**config.mk**
```make
export PLATFORM = sky130hd
export DESIGN_NAME = branch_cond_unit
export DESIGN_NICKNAME = d
export VERILOG_FILES = /design/src/rtl/branch_cond_unit.sv
export SDC_FILE = /design/constraint.sdc
export NUM_CORES = 1
export LEC_CHECK = 0
export BUFFER_PORTS_ARGS = -buffer_cell sky130_fd_sc_hd__buf_2
export CORE_ASPECT_RATIO = 1.75
export CORE_MARGIN = 2
export CORE_UTILIZATION = 25
export DETAILED_ROUTE_END_ITERATION = 10
export MAX_ROUTING_LAYER = met4
export SYNTH_ARGS = -nofsm -noshare
export SYNTH_HDL_FRONTEND = slang
export SYNTH_SLANG_ARGS = --single-unit
```
**constraint.sdc**
```tcl
create_clock -name clk -period 2.3 [get_ports clk]
set_input_delay 0.575 -clock clk [delete_from_list [all_inputs] [get_ports clk]]
set_output_delay 0.575 -clock clk [all_outputs]
set_load 0.05 [all_outputs]
```
**src/rtl/branch_cond_unit.sv**
```systemverilog
// Holds the NZCV flags and resolves CBZ/CBNZ/B.cond with a same-cycle flag bypass; counts taken branches.
// One-cycle latency to the registered resolved/taken pair; stall freezes all state and leaves br_valid unconsumed.
module branch_cond_unit #(
    parameter int WIDTH = 64,
    parameter int CNT_W = 32
) (
    input  logic             clk,
    input  logic             reset,
    input  logic             stall,
    input  logic             flush,
    input  logic             flag_we,
    input  logic             alu_neg,
    input  logic             alu_zero,
    input  logic             alu_carry,
    input  logic             alu_ovf,
    input  logic             br_valid,
    input  logic [2:0]       br_type,
    input  logic [WIDTH-1:0] br_reg,
    output logic [3:0]       flags_q,
    output logic             br_resolved,
    output logic             br_taken,
    output logic [CNT_W-1:0] taken_cnt
);

    localparam logic [2:0] BR_B    = 3'b000;
    localparam logic [2:0] BR_CBZ  = 3'b001;
    localparam logic [2:0] BR_CBNZ = 3'b010;
    localparam logic [2:0] BR_EQ   = 3'b011;
    localparam logic [2:0] BR_NE   = 3'b100;
    localparam logic [2:0] BR_LT   = 3'b101;
    localparam logic [2:0] BR_GE   = 3'b110;

    localparam logic [CNT_W-1:0] CNT_ONE = 1;
    localparam logic [CNT_W-1:0] CNT_MAX = '1;

    logic [3:0] aluFlags;
    logic [3:0] effFlags;
    logic       opZero;
    logic       condMet;
    logic       takeNow;

    assign aluFlags = {alu_neg, alu_zero, alu_carry, alu_ovf};
    // A flag-setter in EX feeds a dependent B.cond in the same cycle.
    assign effFlags = flag_we ? aluFlags : flags_q;
    assign opZero   = (br_reg == '0);

    always_comb begin
        condMet = 1'b0;
        case (br_type)
            BR_B:    condMet = 1'b1;
            BR_CBZ:  condMet = opZero;
            BR_CBNZ: condMet = ~opZero;
            BR_EQ:   condMet = effFlags[2];
            BR_NE:   condMet = ~effFlags[2];
            BR_LT:   condMet = effFlags[3] != effFlags[0];
            BR_GE:   condMet = effFlags[3] == effFlags[0];
            default: condMet = ~effFlags[1];
        endcase
    end

    assign takeNow = br_valid & ~flush & condMet;

    always_ff @(posedge clk or posedge reset) begin
        if (reset) begin
            flags_q     <= 4'b0000;
            br_resolved <= 1'b0;
            br_taken    <= 1'b0;
            taken_cnt   <= '0;
        end else if (!stall) begin
            if (flag_we) begin
                flags_q <= aluFlags;
            end
            br_resolved <= br_valid & ~flush;
            br_taken    <= takeNow;
            if (takeNow && taken_cnt != CNT_MAX) begin
                taken_cnt <= taken_cnt + CNT_ONE;
            end
        end
    end

endmodule

```
### After elaboration in Yosys (flattened, before gate mapping)

Cells that the tools add are included.

| word-level totals | value |
|---|---|
| register bits after elaboration | 38 |
| input bits | 77 |
| output and inout bits | 38 |
| word-level logic and storage cells | 27 |

| cells by class | value |
|---|---|
| add/sub/neg operators | 1 |
| equal/unequal tests | 9 |
| muxes and demuxes | 2 |
| bitwise gates (word level) | 7 |
| reductions and logical operators | 4 |

Operators with widths:

| cell | count |
|---|---|
| 64-bit logical NOT | 1 |
| 32-bit by 1-bit adder with 32-bit output, second input constant | 1 |
| 32-bit inequality test, second input constant | 1 |
| 3-bit == test, second input constant | 3 |
| 1-bit one-hot mux with 7 select lines | 1 |
| 3-bit by 2-bit == test with 1-bit output, second input constant | 2 |
| 1-bit inverter | 5 |
| 4-bit 2-to-1 mux | 1 |
| 3-bit by 1-bit == test with 1-bit output, second input constant | 1 |
| 3-bit logical NOT | 1 |
| 1-bit bitwise AND | 2 |
| 2-bit AND reduction | 1 |
| 1-bit == test | 1 |
| 1-bit logical AND | 1 |
| 1-bit inequality test | 1 |

### Depth between registers and ports, before layout

Gate-level depths: netlist of the first run.

| logic depth | value |
|---|---|
| word-level depth | 6 |
| mapped depth | 9 |
| gate-level depth less buffers | 8 |

### Worst setup path before layout of the first run

No wires, ideal clock.

| timing path | value |
|---|---|
| path kind | register to register |
| from | reg taken_cnt[0] |
| to | reg taken_cnt[1] |
| setup time | 0.128 ns |
| data arrival time | 2.337 ns |
| required time | 2.172 ns |
| setup slack | -0.165 ns |
| stages on the path, launching flop included | 9 |
| buffers on the path | 1 |
| period minus slack after synthesis | 2.465 ns |
| cells stage by stage | dfrtp_1 ha_1 nand3_1 nor2_1 and4_4 buf_6 and4_4 nor2_1 mux2_1 |

| on the way | value |
|---|---|
| cells in the longest elaborated chain, start to end | 3 |
| elaborated cells on any way between the ends | 4 |
| those cells by class | add/sub: 1; eq/ne: 1; reduce/logical: 2 |

RTL lines:

| what | line | text |
|---|---|---|
| start, declared | 22 | `output logic [CNT_W-1:0] taken_cnt` |
| start signal, assigned | 76 | `taken_cnt <= taken_cnt + CNT_ONE;` |
| branches (longest 3 deep; another with 32-bit by 1-bit adder with 32-bit output) | n/a |  |

Parallel ways; which one is timed is not known.
A chain may end at the register's enable or synchronous reset.

### Worst setup path in the final report of the first run

| timing path | value |
|---|---|
| from | in stall |
| to | reg taken_cnt[25] |

| on the way | value |
|---|---|
| cells in the longest elaborated chain, start to end | 2 |

RTL lines:

| what | line | text |
|---|---|---|
| start, declared | 9 | `input logic stall,` |
| 1-bit inverter (no source line) | n/a |  |
| 2-bit AND reduction (no source line) | n/a |  |

No other way between the ends.

==> flow_summary.toml, run 1 <==
[die]
die-height_um = 127
dieWidth_um = 74.1
placementRows = 44
die_area_mm2 = 0.00937
core_mm2 = 0.00831
io_pins = 115
initial_utilization = 0.258

[min_path]
hp-class = "input port to async pin"

[layout]
nNetsFinal = 409
mostFrequentLayoutCells = "buf_2 (113), xor2_1 (32), dfrtp_1 (30), nand3_1 (16), nor2_1 (13)"
num_antenna_cells = 0
area_delta_synth_final_pct = 51.5
drive_gt1_frac = 0.530
nFillCells = 801
layout_commonest_cell = "buf_2"
final_core_util = 0.391
fin_cells = 447

[setup_path]
worst_ep_arrival_time_ns = 2.47
reg2reg_from = "flags_q[0]"
startpoint_type = "input port"
timing.reg2reg.setup_slack_ns = 0.13
cp_max_fo = 16
cp.required_ns = 2.51
reg2reg_depth = 8
critical_path_class = "input port to flop"
r2r_end = "taken_cnt[19]"
end_kind = "flop"

[routing]
wire_per_inst_um = 15.1
first_iter_violations = 52
drt-vias-per-instance = 4.74
drc = 0
ant_nets = 0
wl_um = 6750
num_vias = 2117
firstDrtPassIters = 4

[clocking]
clkTransAtPathRegs_ns = 0.06
cts.sinks = 38
post_cts_buffers = 0
htree_levels = 2
cts-root-buf = "clkbuf_16"
cts_tree = "done"
cts.path.max_buffers = 2
cts_made_buffers = 5
insertion_delay_ns = 0.28

[grt]
grtUsageTotal = 0.144
grt_max_degree = 39
grt_pass1_vias = 2084
antenna_found_initial = 0
grt_pass1_wl_um = 10000
overflow = 0

[synthesis]
netlist_instances = 206
synth-seq-area-share = 0.443
syn_avg_cell_area_um2 = 10.4
syn_nets = 284
synth_area_mm2 = 0.00215
ys_ff_latch = 38
synth-edff-count = 0
yosys_warnings = 0
synthArstFlopShare = 1.00
synth.distinct_cells = 34
yosys_most_used_dff = "dfrtp_1"

[sta]
rsz0062_at_grt = "true"
maxSlewHeadroom = 0.668
totalNegativeSetupSlack_ns = 0
period_share = 0.982
max_freq_mhz = 443
drv_slew = 0
period_minus_slack_ns = 2.26
finClkSkew_ns = 0.00866
hold_viol_final = 0
worst_pin_slew_ns = 0.498
setup_viol = 0

[place]
dp.cells = 439
finalWeightedCongestion = 0.793
hpwl_um = 5180
port_buffers = 114

[power_and_ir_drop]
ir_drop_v = 0.000308
power_switching_share = 0.365
combinationalPowerShare = 0.282
seqPwrFrac = 0.385
power.internal_uw = 1360
power.density_mw_per_mm2 = 657
p_switching_uw = 781
clockPowerShare = 0.333
leakagePower_uw = 0.00163

[run_status]
outcome = "finished, final reports clean"

[flow_run]
cap_violations = 0
==> kinds of logic after synthesis <==
kind of cell               share of synthesized area
and+or+nand+nor                                0.316
DFF                                            0.443
xor gates and xnor gates                       0.135
buffers and inverters                         0.0361
muxes                                         0.0460
AOI/OAI and AO/OA                             0.0186
adders and majority gates                    0.00583
==> state kept, by name, indices dropped and copies added, names as in the netlist <==
register	count
br_resolved	1
flags_q	4
br_taken	1
taken_cnt	32
==> power by group through the flow <==
stage	Clock, uW	Sequential, uW	Combinational, uW
global route	752	838	643
floorplan	0	1060	134
detailed placement	0	835	587
CTS	732	823	595
global placement	0	831	578
finish	711	823	604
==> Yosys cell counts, drive strengths merged (2+ instances only) <==
cell type | count | share of area
and4 | 7 | 0.033
xor2 | 32 | 0.13
and3 | 4 | 0.012
nand2 | 12 | 0.021
nand3 | 16 | 0.037
a211oi | 2 | 0.0093
mux2 | 7 | 0.037
nor3 | 12 | 0.028
nand4 | 13 | 0.041
inv | 3 | 0.0052
dfrtp | 38 | 0.44
and2 | 2 | 0.0058
nor4 | 24 | 0.090
buf | 7 | 0.029
mux2i | 2 | 0.0093
nor2 | 14 | 0.024
==> repair_timing <==
action | CTS | global route
endpoints found under the hold margin | 0 | 0
endpoints found under the setup margin | 32 | 32
pin swaps | 4 | 2
gates resized for setup | 8 | 15
gates cloned | 0 | 0
hold buffers | 0 | 0
==> stage by stage <==
step | worst slack (ns) | power [uW] | hold WS (ns) | area (um2)
global route | -0.103 | 2230 | 0.454 | 3250
CTS | 0.0191 | 2150 | 0.425 | 3150
finish | 0.0409 | 2140 | 0.403 | 3250
detailed placement | -0.402 | 1420 | 0.472 | 2940
floorplan | 0.0168 | 1190 | 0.656 | 2160
global placement | -0.381 | 1410 | 0.462 | 2940
==> routing by layer <==
metal  global-route usage  routed length, um
met5                    -                  0
met1                0.138               2410
met4               0.0374                 73
met3               0.0246                514
met2                0.280               3760
==> area by class of cell <==
type / count / area (um2) / share of cell area
clock buffer: 6 / 139 / 0.0427
clock inverter: 2 / 12.5 / 0.00385
inverter: 3 / 11.3 / 0.00346
multi-input combinational: 157 / 1280 / 0.394
sequential: 38 / 961 / 0.295
tap: 115 / 144 / 0.0442
timing repair buffer: 126 / 704 / 0.217
==> worst max path at each step <==
stage	from	to	slack [ns]	cells after the start
6_report	stall	taken_cnt[25]	0.04	8
5_1_grt	stall	taken_cnt[25]	-0.10	8
4_1_cts	br_reg[41]	taken_cnt[25]	0.02	9
3_5_place_dp	br_reg[0]	taken_cnt[25]	-0.40	9
3_3_place_gp	br_reg[0]	taken_cnt[1]	-0.38	8
2_1_floorplan	taken_cnt[10]	taken_cnt[1]	0.02	8
==> worst max-delay path: stages <==
cell	delay (ns)
buf_2	0.12
or3b_1	0.39
nor2_1	0.12
nor4bb_1	0.46
a211oi_4	0.12
buf_12	0.19
nor4_4	0.30
xor2_1	0.18
No activity file was read; power rests on OpenSTA's default activity.
==> run 2, diff against run 1 <==
- CELL_PAD_IN_SITES_DETAIL_PLACEMENT: default -> 2
- CELL_PAD_IN_SITES_GLOBAL_PLACEMENT: default -> 2
- PLACE_DENSITY_LB_ADDON: default -> 0.1
==> run 2 against run 1 <==
Net effect: the flow now finishes with violations (setup timing); clock-buffer cell count unchanged; clock power about the same; sequential power decreased by 1%; register-to-register slack about the same; critical path type unchanged; largest power group unchanged.
==> flow_summary.toml, run 2 (same netlist as run 1, synthesis figures left out) <==
[run_status]
outcome = "finished with violations"
violations = "setup timing"

[die]
io_pins = 115
die_area_mm2 = 0.00937
initial_utilization = 0.258
dieWidth_um = 74.1
placementRows = 44
core_mm2 = 0.00831
die-height_um = 127

[layout]
num_antenna_cells = 0
nFillCells = 912
drive_gt1_frac = 0.571
mostFrequentLayoutCells = "buf_2 (109), xor2_1 (31), dfrtp_1 (30), nand3_1 (16), buf_4 (13)"
largestRegisters = "taken_cnt x32, flags_q x4"
area_delta_synth_final_pct = 59.3
largest_reg_flops = 32
top_register = "taken_cnt"
nNetsFinal = 417
layout_commonest_cell = "buf_2"

[grt]
grt_max_degree = 39
grt_pass1_vias = 2447
antenna_found_initial = 0
overflow = 0
grt_pass1_wl_um = 12700
grtUsageTotal = 0.183

[sta]
layout_setup_ws_ns = -0.0869
period_share = 1.04
setup_viol = 31
max_freq_mhz = 419
hold_viol_final = 0
worst_pin_slew_ns = 0.501
maxSlewHeadroom = 0.666
finClkSkew_ns = 0.00882
whs_ns = 0.402
rsz0062_at_grt = "true"
period_minus_slack_ns = 2.39
drv_slew = 0
totalNegativeSetupSlack_ns = -1.83

[setup_path]
path_buf_inv = 2
reg2reg_depth = 7
reg2reg_from = "flags_q[0]"
slowest_delay_ns = 0.33
worst_ep_arrival_time_ns = 2.55
cp_slowest_cell = "nor4_4"
r2r_end = "taken_cnt[1]"
timing.reg2reg.setup_slack_ns = 0.14
cp_max_fo = 5
cp.required_ns = 2.47
cp_top_family = "simple AND/OR/NAND/NOR gates"
critical_path_class = "input port to flop"
startpoint_type = "input port"
cp_cell_sequence = "buf_2 -> nor4_1 -> nand4_1 -> nor4_4 -> buf_4 -> nor4bb_4 -> a211oi_4 -> nor2_1 -> mux2_1"
end_kind = "flop"

[power_and_ir_drop]
p_total_uw = 2160
ir_drop_v = 0.000577
p_switching_uw = 782
clockPowerShare = 0.329
power.density_mw_per_mm2 = 630
seqPwrFrac = 0.378
leakagePower_uw = 0.00169
combinationalPowerShare = 0.292
power.internal_uw = 1370
power_switching_share = 0.363

[clocking]
insertion_delay_ns = 0.29
cts.sinks = 38
clkTransAtPathRegs_ns = 0.06
cts.path.max_buffers = 2
cts_made_buffers = 5
cts.hold.buffers_added = 0
cts_tree = "done"
cts-root-buf = "clkbuf_16"
htree_levels = 2

[routing]
wire_per_inst_um = 17.9
num_vias = 2194
firstDrtPassIters = 3
drc = 0
wl_um = 8130
first_iter_violations = 42
ant_nets = 0
drt-vias-per-instance = 4.82

[place]
hpwl_um = 6140
port_buffers = 114
place_ws_ns = -0.605
finalWeightedCongestion = 0.746

[flow_run]
cap_violations = 0

[min_path]
hp-class = "input port to async pin"
## run 2: changes by cell type in the layout (fill, tap and decap cells not counted), sizes merged
| cell | before | now |
|---|---|---|
| buf | 126 | 134 |
## run 2: worst max path at each step
stage / slack (ns) / start / endpoint / cells after the start
6_report: -0.09 / br_reg[12] / taken_cnt[1] / 9
5_1_grt: -0.22 / br_reg[6] / taken_cnt[1] / 9
4_1_cts: -0.09 / br_reg[3] / taken_cnt[29] / 9
3_5_place_dp: -0.61 / br_reg[3] / taken_cnt[3] / 9
3_3_place_gp: -0.51 / br_reg[12] / taken_cnt[5] / 9
2_1_floorplan: 0.02 / taken_cnt[10] / taken_cnt[1] / 8
## run 2: timing repair
action / CTS / global route
pin swaps: 12 / 7
resized for setup: 28 / 19
endpoints found under the setup margin: 32 / 32
setup buffers: 1 / 1
## run 2: worst min-delay path, cell delays in order
cell and delay [ns]:
buf_2 0.10, inv_1 0.04, buf_4 0.42
## run 2: area by class of cell
class | count | area, um2 | area share
clock inverter | 2 | 12.5 | 0.00366
tap | 115 | 144 | 0.0421
sequential | 38 | 961 | 0.281
multi-input combinational | 157 | 1350 | 0.396
inverter | 3 | 11.3 | 0.00329
clock buffer | 6 | 139 | 0.0406
timing repair buffer | 134 | 800 | 0.234
## run 2: per-stage QoR
step / area (um2) / std cells / util
6_report: 3420 / 455 / 0.411
5_1_grt: 3420 / 455 / 0.411
4_1_cts: 3290 / 454 / 0.396
3_5_place_dp: 2980 / 445 / 0.358
3_3_place_gp: 2980 / 445 / 0.358
2_1_floorplan: 2160 / 206 / -
## run 2: power by group through the flow
stage	sequential [uW]	clock, uW	combinational [uW]
2_1_floorplan	1060	0	134
3_3_place_gp	828	0	596
3_5_place_dp	830	0	606
4_1_cts	820	736	631
5_1_grt	830	756	678
6_report	815	710	630
## run 2: routing by layer
metal / vias up / GRT usage / wire (um) / part of all wire
met2: 83 / 0.338 / 4630 / 0.57
met3: 12 / 0.0405 / 553 / 0.068
li1: 1019 / - / - / -
met1: 1080 / 0.182 / 2780 / 0.34
met4: 0 / 0.0610 / 157 / 0.019
met5: - / - / 0 / 0
